==> config.mk <==
export PLATFORM = sky130hd
export DESIGN_NAME = shift_deserializer
export DESIGN_NICKNAME = d
export VERILOG_FILES = /design/src/rtl/shift_deserializer.sv
export SDC_FILE = /design/constraint.sdc
export NUM_CORES = 1
export LEC_CHECK = 0
export BUFFER_PORTS_ARGS = -buffer_cell sky130_fd_sc_hd__buf_4
export CORE_AREA = 4 4 81 45
export CTS_CLUSTER_SIZE = 24
export DETAILED_ROUTE_END_ITERATION = 10
export DIE_AREA = 0 0 85 49
export PLACE_DENSITY = 0.53
export RECOVER_POWER = 100
export SLEW_MARGIN = 20
export SYNTH_ARGS = -nofsm -noshare
export SYNTH_HDL_FRONTEND = slang
export SYNTH_SLANG_ARGS = --single-unit
==> constraint.sdc <==
create_clock -name clk -period 2.4 [get_ports clk]
set_input_delay 0.48 -clock clk [delete_from_list [all_inputs] [get_ports clk]]
set_output_delay 0.48 -clock clk [all_outputs]
set_load 0.01 [all_outputs]
==> src/rtl/shift_deserializer.sv <==
// shift_deserializer: serial-in, parallel-out shift register with a valid/ready word output.
// Build macro DESER_PARITY_EN adds a trailing even-parity bit per word and the parity_err output.
module shift_deserializer #(
   parameter int WIDTH = 8,
   parameter int CW    = 3
) (
   input  logic             clk,
   input  logic             rst,
   input  logic             bit_valid,
   input  logic             bit_in,
   output logic             bit_ready,
   input  logic             msb_first,
   input  logic             flush,
   output logic [WIDTH-1:0] out,
   output logic             out_valid,
   input  logic             out_ready,
`ifdef DESER_PARITY_EN
   output logic             parity_err,
`endif
   output logic [CW-1:0]    bit_count
);

`ifdef DESER_PARITY_EN
   typedef enum logic [1:0] {COLLECT, FULL, PARITY} state_t;
`else
   typedef enum logic [1:0] {COLLECT, FULL} state_t;
`endif

   localparam logic [CW-1:0] LAST = CW'(WIDTH - 1);

   state_t           state, state_n;
   logic [WIDTH-1:0] sreg, sreg_n, out_n, shifted;
   logic [CW-1:0]    cnt_n;
   logic             order, order_n, order_eff;
   logic             accept, data_accept, last_bit;
`ifdef DESER_PARITY_EN
   logic             perr_n;
`endif

   // Handshakes: a bit moves when bit_valid && bit_ready at a rising edge; a word moves
   // when out_valid && out_ready. out/out_valid stay put until the word moves.
   assign out_valid = (state == FULL);
   assign bit_ready = !out_valid || out_ready;
   assign accept    = bit_valid && bit_ready && !flush;
`ifdef DESER_PARITY_EN
   assign data_accept = accept && (state != PARITY);
`else
   assign data_accept = accept;
`endif

   // Order is sampled live on the first bit of a word, then held for the rest of it.
   assign order_eff = (bit_count == '0) ? msb_first : order;
   assign shifted   = order_eff ? {sreg[WIDTH-2:0], bit_in} : {bit_in, sreg[WIDTH-1:1]};
   assign last_bit  = (bit_count == LAST);

   always_comb begin
      state_n = state;
      sreg_n  = sreg;
      cnt_n   = bit_count;
      out_n   = out;
      order_n = order;
`ifdef DESER_PARITY_EN
      perr_n  = parity_err;
`endif
      if (state == FULL && out_ready) state_n = COLLECT;
      if (flush) begin
         sreg_n = '0;
         cnt_n  = '0;
`ifdef DESER_PARITY_EN
         if (state == PARITY) state_n = COLLECT;
`endif
      end else if (data_accept) begin
         sreg_n  = shifted;
         order_n = order_eff;
         if (last_bit) begin
            cnt_n = '0;
`ifdef DESER_PARITY_EN
            state_n = PARITY;
`else
            out_n   = shifted;
            state_n = FULL;
`endif
         end else begin
            cnt_n = bit_count + 1'b1;
         end
      end
`ifdef DESER_PARITY_EN
      else if (accept) begin
         // Only reachable in PARITY: the extra bit closes the word.
         out_n   = sreg;
         perr_n  = ^{sreg, bit_in};
         state_n = FULL;
      end
`endif
   end

   always_ff @(posedge clk or posedge rst) begin
      if (rst) begin
         state     <= COLLECT;
         sreg      <= '0;
         bit_count <= '0;
         out       <= '0;
         order     <= 1'b0;
`ifdef DESER_PARITY_EN
         parity_err <= 1'b0;
`endif
      end else begin
         state     <= state_n;
         sreg      <= sreg_n;
         bit_count <= cnt_n;
         out       <= out_n;
         order     <= order_n;
`ifdef DESER_PARITY_EN
         parity_err <= perr_n;
`endif
      end
   end

endmodule
==> results.sh <==
export IMPL_cp_arrival_ps=2210
export IMPL_hold_slack_ps=472
export IMPL_ir_worst_vdd_v=0.000320
export IMPL_final_min_clock_period_ps=2100
export IMPL_mostFrequentLayoutCell="dfrtp_1"
export IMPL_r2r_start="bit_count[0]"
export IMPL_ios=20
export IMPL_p_leak_nw=0.558
export IMPL_postCtsSetupBuffers=0
export IMPL_detail_route_first_pass_iterations=4
export IMPL_cts_hold_buf=0
export IMPL_drive_gt1_frac=0.109
export IMPL_reg2reg_depth=6
export IMPL_synth_area_mm2=0.00100
export IMPL_die_area_mm2=0.00417
export IMPL_grt_pass1_wl_mm=3.51
export IMPL_power_density_mw_per_mm2=632
export IMPL_end_kind="register"
export IMPL_slew_viol_final=0
export IMPL_grt_usage=0.105
export IMPL_hold_class="input port to register"
export IMPL_yosys_warnings=0
export IMPL_crit_required_ps=2510
export IMPL_ys_types=22
export IMPL_gp_congestion=0.756
export IMPL_worst_r2r_setup_slack_ps=300
export IMPL_core_mm2=0.00293
export IMPL_cp_start_kind="register"
export IMPL_clock_fmax_mhz=477
export IMPL_final_cell_mix="dfrtp_1, clkbuf_1, nand2_1, a21oi_1"
export IMPL_crit_end="out[7]"
export IMPL_ys_seq_area_frac=0.550
export IMPL_synth_area_per_cell_um2=11.2
export IMPL_routed_wl_mm=1.96
export IMPL_placedCellCount=146
export IMPL_ant_nets=0
export IMPL_worst_pin_slew_ps=1190
export IMPL_synth_nets=99
export IMPL_antenna_cells=0
export IMPL_clk_pin_slew_ps=80
export IMPL_fin_skew_ps=2.79
export IMPL_vias_per_cell=4.64
export IMPL_crit_type="register to register"
export IMPL_tritoncts="built"
export IMPL_pre_cts_slack_ps=420
export IMPL_worst_slack_ps=302
export IMPL_hold_viol=0
export IMPL_htreeDepth=1
export IMPL_first_global_vias=709
export IMPL_antenna_found_initial=0
export IMPL_syn_inst=89
export IMPL_grt_max_degree=23
export IMPL_remaining_drc_errors=0
export IMPL_drt_iter0_drc=20
export IMPL_totalNegativeSetupSlack_ps=0
export IMPL_die_height_um=49
export IMPL_clk_path_buf_depth=2
export IMPL_finalNetCount=121
export IMPL_fin_crit_sh=0.874
export IMPL_reg2reg_to="out[7]"
export IMPL_cts_root_buffer="clkbuf_8"
export IMPL_routedWlPerCell_um=13.1
export IMPL_fp_dieW_um=85
export IMPL_fin_cells=150
export IMPL_grt_ovfl_total=0
export IMPL_post_dp_hpwl_mm=1.46
export IMPL_maxCapViolations=0
export IMPL_crit_path_start="bit_count[0]"
export IMPL_status="finished clean"
export IMPL_cts_buffers=3
export IMPL_syn2layout_area_growth_pct=15.0
export IMPL_clock_latency_ps=260
export IMPL_slew_headroom=0.205
export IMPL_rows=14
export IMPL_io_buffers=19
export IMPL_setup_viol=0
export IMPL_start_util=0.342
export IMPL_synth_seq_cells=22
export IMPL_rsz0062_at_grt="false"
export IMPL_post_cts_resize_count=0
export IMPL_path_max_fanout=8
export IMPL_clock_sinks=22
export IMPL_vias=696
## how the worst min path moves through the flow
stage / start / slack, ps / cells after the start / end
after floorplan: sreg[0] / 450 / 2 / sreg[0]
after global placement: sreg[0] / 480 / 2 / sreg[0]
after detailed placement: sreg[0] / 480 / 2 / sreg[0]
after CTS: rst / 260 / 3 / sreg[5]
after global routing: msb_first / 470 / 2 / order
final: msb_first / 470 / 2 / order
## worst max-delay path, cell delays in order (launching register included)
cell and delay, ps:
dfrtp_1 420, inv_1 70, ha_1 130, nor2b_1 250, mux2i_2 640, mux2i_1 340
a21oi_1 110
## sequential cells by signal (all words and copies together), names as in the netlist
| signal | cells |
|---|---|
| order | 1 |
| sreg | 8 |
| state | 2 |
| bit_count | 3 |
| out | 8 |
## Yosys cell counts (all sizes together)
library cell  instances  area share
a21o                  1      0.0075
a21oi                 9       0.045
a32o                  2       0.020
and2b                 1      0.0075
and3                  1       0.011
buf                   4       0.042
dfrtp                22        0.55
ha                    3       0.038
inv                   3       0.011
mux2                  1       0.011
mux2i                 9        0.10
nand2                10       0.038
nand2b                1      0.0063
nand3                 1      0.0050
nor2                  8       0.030
nor2b                 3       0.019
o21ai                 8       0.040
o31ai                 1      0.0075
or3b                  1      0.0088
## routing by layer
metal	up-vias	global-route usage	part of all wire
li1	345	-	-
met5	-	0	0
met2	15	0.168	0.46
met1	336	0.136	0.49
met4	0	0.0237	0
met3	0	0.0371	0.054
## logic make-up after synthesis
group	synth area share
fa+ha+maj	0.0375
mux	0.114
buf+inv	0.0537
flops	0.550
compound gates	0.120
simple gates	0.125
## stage by stage
stage / total power, mW / area, um2 / util
floorplan: 0.454 / 1000 / -
global placement: 0.484 / 1170 / 0.399
detailed placement: 0.484 / 1170 / 0.399
CTS: 0.747 / 1220 / 0.417
global route: 0.765 / 1150 / 0.393
finish: 0.727 / 1150 / 0.393
## where the power goes
group          internal (mW)  total, mW  switching (mW)  leakage [nW]
clock                  0.146      0.262           0.116        0.0288
combinational         0.0336     0.0762          0.0426         0.226
sequential             0.381      0.389         0.00792         0.303
total                  0.561      0.727           0.166         0.558
## layout make-up
class / count / area (um2)
sequential: 22 / 551
fill: 299 / 1770
inverter: 3 / 11.3
tap: 40 / 50.0
timing repair buffer: 21 / 101
clock buffer: 4 / 55.1
multi-input combinational: 60 / 383
No activity file was read; power rests on OpenSTA's default activity.
